### src/rtl/serial_add_seq_if.sv
// Operation request / result bundle for the bit-serial add/subtract sequencer.
interface serial_add_seq_if #(
  parameter int WIDTH = 32
);
  logic             start;
  logic             sub;
  logic [WIDTH-1:0] a;
  logic [WIDTH-1:0] b;
  logic [WIDTH-1:0] y;
  logic             co;
  logic             v;
  logic             busy;
  logic             done;

  modport master (output start, sub, a, b, input y, co, v, busy, done);
  modport slave  (input start, sub, a, b, output y, co, v, busy, done);
endinterface

### src/rtl/serial_add_seq.sv
// Bit-serial WIDTH-bit adder/subtractor: one full adder, built from two half
// adders, is reused LSB first over WIDTH clock edges.
module serial_add_seq_ha (
  input  logic a_i,
  input  logic b_i,
  output logic s_o,
  output logic c_o
);
  assign s_o = a_i ^ b_i;
  assign c_o = a_i & b_i;
endmodule

module serial_add_seq #(
  parameter int WIDTH = 32
) (
  input  logic               clk_i,
  input  logic               rst_ni,
  serial_add_seq_if.slave    bus
);
  localparam int CNT_W = $clog2(WIDTH + 1);
  localparam logic [CNT_W-1:0] LAST_BIT = CNT_W'(WIDTH - 1);

  typedef enum logic [1:0] {S_IDLE, S_RUN, S_DONE} state_e;

  state_e           state_q;
  logic [WIDTH-1:0] a_sh_q;
  logic [WIDTH-1:0] b_sh_q;
  logic [WIDTH-2:0] sum_q;
  logic             carry_q;
  logic [CNT_W-1:0] cnt_q;
  logic [WIDTH-1:0] y_q;
  logic             co_q;
  logic             v_q;
  logic             busy_q;
  logic             done_q;

  logic             ha0_s;
  logic             ha0_c;
  logic             ha1_c;
  logic             sum_bit;
  logic             carry_d;
  logic [WIDTH-1:0] sum_d;

  serial_add_seq_ha u_ha0 (.a_i(a_sh_q[0]), .b_i(b_sh_q[0]), .s_o(ha0_s),   .c_o(ha0_c));
  serial_add_seq_ha u_ha1 (.a_i(ha0_s),     .b_i(carry_q),   .s_o(sum_bit), .c_o(ha1_c));

  assign carry_d = ha0_c | ha1_c;
  // Sum bits enter at the top so bit 0 ends up at the LSB after WIDTH shifts.
  assign sum_d   = {sum_bit, sum_q};

  always_ff @(posedge clk_i or negedge rst_ni) begin
    if (!rst_ni) begin
      state_q <= S_IDLE;
      a_sh_q  <= '0;
      b_sh_q  <= '0;
      sum_q   <= '0;
      carry_q <= 1'b0;
      cnt_q   <= '0;
      y_q     <= '0;
      co_q    <= 1'b0;
      v_q     <= 1'b0;
      busy_q  <= 1'b0;
      done_q  <= 1'b0;
    end else begin
      case (state_q)
        S_IDLE: begin
          if (bus.start) begin
            // Subtraction is A + ~B + 1: the +1 rides in as the initial carry.
            a_sh_q  <= bus.a;
            b_sh_q  <= bus.sub ? ~bus.b : bus.b;
            carry_q <= bus.sub;
            cnt_q   <= '0;
            busy_q  <= 1'b1;
            state_q <= S_RUN;
          end
        end
        S_RUN: begin
          a_sh_q  <= a_sh_q >> 1;
          b_sh_q  <= b_sh_q >> 1;
          sum_q   <= sum_d[WIDTH-1:1];
          carry_q <= carry_d;
          cnt_q   <= cnt_q + CNT_W'(1);
          if (cnt_q == LAST_BIT) begin
            // carry_q here is the carry into the MSB.
            y_q     <= sum_d;
            co_q    <= carry_d;
            v_q     <= carry_q ^ carry_d;
            done_q  <= 1'b1;
            busy_q  <= 1'b0;
            state_q <= S_DONE;
          end
        end
        S_DONE: begin
          done_q  <= 1'b0;
          state_q <= S_IDLE;
        end
        default: state_q <= S_IDLE;
      endcase
    end
  end

  assign bus.y    = y_q;
  assign bus.co   = co_q;
  assign bus.v    = v_q;
  assign bus.busy = busy_q;
  assign bus.done = done_q;
endmodule

### src/flat_wrapper.sv
// flat-port wrapper written by rule: the top's interface ports become plain ports
module serial_add_seq_flat 
#(
  parameter int WIDTH = 32
)
  (clk_i, rst_ni, bus_start, bus_sub, bus_a, bus_b, bus_y, bus_co, bus_v, bus_busy, bus_done);
  serial_add_seq_if #(.WIDTH(WIDTH)) bus_i ();
  input  logic clk_i;
  input  logic rst_ni;
  input wire logic [$bits(bus_i.start)-1:0] bus_start;
  input wire logic [$bits(bus_i.sub)-1:0] bus_sub;
  input wire logic [$bits(bus_i.a)-1:0] bus_a;
  input wire logic [$bits(bus_i.b)-1:0] bus_b;
  output wire logic [$bits(bus_i.y)-1:0] bus_y;
  output wire logic [$bits(bus_i.co)-1:0] bus_co;
  output wire logic [$bits(bus_i.v)-1:0] bus_v;
  output wire logic [$bits(bus_i.busy)-1:0] bus_busy;
  output wire logic [$bits(bus_i.done)-1:0] bus_done;
  assign bus_i.start = bus_start;
  assign bus_i.sub = bus_sub;
  assign bus_i.a = bus_a;
  assign bus_i.b = bus_b;
  assign bus_y = bus_i.y;
  assign bus_co = bus_i.co;
  assign bus_v = bus_i.v;
  assign bus_busy = bus_i.busy;
  assign bus_done = bus_i.done;
  serial_add_seq #(.WIDTH(WIDTH)) u_core (.clk_i(clk_i), .rst_ni(rst_ni), .bus(bus_i));
endmodule
### config.mk
export PLATFORM = sky130hd
export DESIGN_NAME = serial_add_seq_flat
export DESIGN_NICKNAME = d
export VERILOG_FILES = /design/src/rtl/serial_add_seq_if.sv /design/src/rtl/serial_add_seq.sv /design/src/flat_wrapper.sv
export SDC_FILE = /design/constraint.sdc
export NUM_CORES = 1
export LEC_CHECK = 0
export BUFFER_PORTS_ARGS = -buffer_cell sky130_fd_sc_hd__buf_4
export CAP_MARGIN = 20
export CORE_MARGIN = 3
export CORE_UTILIZATION = 45
export CTS_CLUSTER_SIZE = 12
export DETAILED_ROUTE_END_ITERATION = 12
export PLACE_DENSITY_LB_ADDON = 0.1
export SYNTH_ARGS = -nofsm -noshare
export SYNTH_HDL_FRONTEND = slang
export SYNTH_HIERARCHICAL = 1
export SYNTH_SLANG_ARGS = --single-unit
### constraint.sdc
create_clock -name clk_i -period 5 [get_ports clk_i]
set_input_delay 0.25 -clock clk_i [delete_from_list [all_inputs] [get_ports clk_i]]
set_output_delay 0.25 -clock clk_i [all_outputs]
set_load 0.01 [all_outputs]
==> results by group <==
Setup path
  – Cell family with most CP delay: simple AND/OR/NAND/NOR gates
  – Worst EP required: 5.29 ns
  – Critical path class: reg2reg
  – CP Max Fanout: 55
  – Critical Path End Type: flop
  – Slowest cell on the critical path: nor4b_4
  – Largest stage delay, worst path: ~0.85 ns
  – Worst path bufs/invs: 2
  – Critical Path AT: about 3 ns
  – CP startpoint kind: flop
  – Worst path cell trace: buf_4 -> nand2b_4 -> nor4b_4 -> buf_12 -> mux2_2

Synthesis
  – Main synth FF type: dfrtp_1
  – Synth Net Count: ~640
  – Syn Area/Cell: 11.3 µm²
  – Register area share after synthesis: 54.8%
  – Synth top area cells: dfrtp_1 (55%), nand2_1 (7.6%), and3b_1 (6.6%)
  – Yosys warning count: 6
  – Synthesized instance count: roughly 570
  – Dominant cell type by area after synthesis: dfrtp_1
  – Synth async-reset ratio: 100%
  – #FFs+latches synth: 140
  – Unique masters post-synth: 35
  – Mapped Area: 6400 µm²
  – Synth top area share: 54.8%
  – EDFF count, synth: 0

Detailed routing
  – Routed wire length: 12700 µm
  – DRT antenna net count: 0
  – Via count: roughly 4300
  – # DRC: 0
  – Met3 Wirelength: between 500 and 600 µm
  – Met1 wire length: about 6300 µm
  – WL met2: between 5000 and 6000 µm
  – DR WL/cell: around 15 µm
  – Drt via density: 5.20
  – DRT Pass-1 Iters: 5
  – 1st-iter DRT viols: 372
  – Uppermost layer routed: met4

Power and ir drop
  – Sequential power share: between 40% and 50%
  – Sw frac: 29.8%
  – Pwr dens: approximately 530 nW/µm²
  – Pint: roughly 2.9 mW
  – Leak: between 4 and 5 nW
  – Max IR drop VDD: 230 µV
  – Logic gate share of total power: 26.7%
  – Switch Pwr: around 1.2 mW
  – Power share of the clock group: between 20 and 30%

Finish
  – Commonest non-fill, non-tap cell in the layout: dfrtp_1
  – Ratio of cells with drive above 1 in the final layout: 27.2%
  – Area Growth Syn to Fin: 21.7%
  – Fin nets: just over 700
  – Most frequent cells in the layout: dfrtp_1 (139), nand2_1 (130), buf_4 (108), and3b_1 (48), o21ai_0 (39)
  – Ant. Diodes: 0
  – Final Non-Filler Cells: approximately 840

Timing
  – Crit path time final: 2.70 ns
  – Setup TNS: 0 ns
  – Fmax: between 0.3 and 0.4 GHz
  – WHS: between 0.06 and 0.07 ns
  – Relative slew slack: between 40 and 50%
  – Worst Clk Skew: 0.00637 ns
  – Setup violators final: 0
  – Period utilization: between 50% and 60%
  – RSZ-0062 raised after global routing: false
  – Pins Over Slew Limit: 0
  – Slew @ Worst Pin: 0.883 ns
  – Final WS setup: roughly 2.3 ns
  – Fin. Hold Viols: 0

Placed design
  – Final HPWL DP: just under 8000 µm
  – Pre-CTS WS: between 2 and 2.5 ns
  – Placer Congestion: 0.731
  – Placed Cells: slightly above 800
  – Count of input and output buffers: slightly above 100

Job
  – Max_cap viols: 0

Global route
  – Vias in the first global route: about 4400
  – Initial antenna violation count: 0
  – Largest net degree at the start of global routing: between 80 and 90
  – Aggregate global routing overflow: 0
  – First-pass GRT wire length: approximately 22000 µm
  – GRT Util Overall: 16.9%

Clock network
  – Setup bufs post-CTS: 0
  – Clock buffer depth: 2
  – Latest clock arrival within the worst-skew pair: between 0.4 and 0.5 ns
  – Clock Tree Root: clkbuf_16
  – CTS H-tree depth: 4
  – Post_cts resized: 0
  – Cts bufs inserted: 17
  – CTS tree: done
  – CTS clk-pin slew, worst paths: ~0.06 ns
  – CTS sink cnt: between 100 and 150

Floorplanning
  – Die X: ~130 µm
  – Initial Utilization: 47.2%
  – Die area: 15700 µm²
  – Vert. Die Dim: 125 µm
  – # rows: 42
  – Core ar.: 13600 µm²
  – # IOs: 104

Run status
  – Outcome: complete, no violations

Hold path
  – Hold crit path type: in2reg
## kinds of logic (layout without fill, tap and decap cells)
kind of cell               count (synthesis)  count (layout)  share of synthesized area, %
and+or+nand+nor                          192             192                          16.0
xor gates and xnor gates                  34              34                          4.65
muxes                                     44              44                          9.13
AOI/OAI and AO/OA                         99              99                          10.4
DFF                                      140             140                          54.8
buffers and inverters                     53             147                          4.54
adders and majority gates                  3               3                         0.587
## cell type report
type / instances / area (µm²)
fill: 1142 / 5770
inverter: 7 / 26.3
clock buffer: 21 / 460
tap: 176 / 220
multi-input combinational: 372 / 2630
timing repair buffer: 111 / 852
sequential: 140 / 3500
clock inverter: 8 / 95.1
## path summary, 6_finish.rpt
path,cells after the start,end,slack [ns],from
max,5,u_core/bus.y[2],2.30,u_core/state_q[1]
min,2,u_core/a_sh_q[31],0.07,bus_a[31]
max reg2reg,5,u_core/bus.y[2],2.30,u_core/state_q[1]
min reg2reg,2,u_core/sum_q[0],0.47,u_core/sum_q[0]
max in group asynchronous,3,u_core/a_sh_q[28],3.36,rst_ni
min in group asynchronous,2,u_core/bus.y[7],0.47,rst_ni
## registers in the layout, summed over array words and instances (netlist names)
register,flops
u_core/a_sh_q,32
u_core/b_sh_q,32
u_core/bus.busy,1
u_core/bus.co,1
u_core/bus.done,1
u_core/bus.v,1
u_core/bus.y,32
u_core/carry_q,1
u_core/cnt_q,6
u_core/state_q,2
u_core/sum_q,31
## cell usage after synthesis, types with 2 or more instances
cell,number
o21ai_0,39
ha_1,3
dfrtp_1,140
and3b_1,48
buf_6,3
nand3_1,2
mux2_4,27
mux2i_1,10
buf_12,3
a221o_1,25
buf_2,13
a22o_1,2
a222oi_1,6
nor3b_1,2
xor2_1,33
clkbuf_1,26
mux2_2,7
a21oi_1,24
nand2_1,130
inv_1,7
## timing repair
item                                    in CTS  in global routing
hold buffers                                 1                  0
hold endpoints to repair                    86                  0
endpoints found under the setup margin       0                  0
## per-stage QoR
stage          total power [mW]  instance area, µm²  util, %
6_report                   4.13                7790     57.4
3_3_place_gp               2.92                7220     53.3
4_1_cts                    4.18                7790     57.4
2_1_floorplan              2.55                6400        -
3_5_place_dp               2.97                7220     53.3
5_1_grt                    4.42                7790     57.4
## per-layer routing
layer  global-route usage (%)  vias up
li1                         -     2121
met1                     24.1     2095
met2                     24.7      108
met3                     4.78       15
met4                     6.06        0
met5                        0        -
## power by group through the flow
stage / registers, mW / logic (mW) / clock network (mW)
after CTS: 1.84 / 1.12 / 1.22
after global placement: 1.84 / 1.08 / 0
after floorplan: 1.82 / 0.728 / 0
final: 1.84 / 1.10 / 1.19
after global routing: 1.90 / 1.25 / 1.28
after detailed placement: 1.86 / 1.12 / 0
No activity file was read; power rests on OpenSTA's default activity.
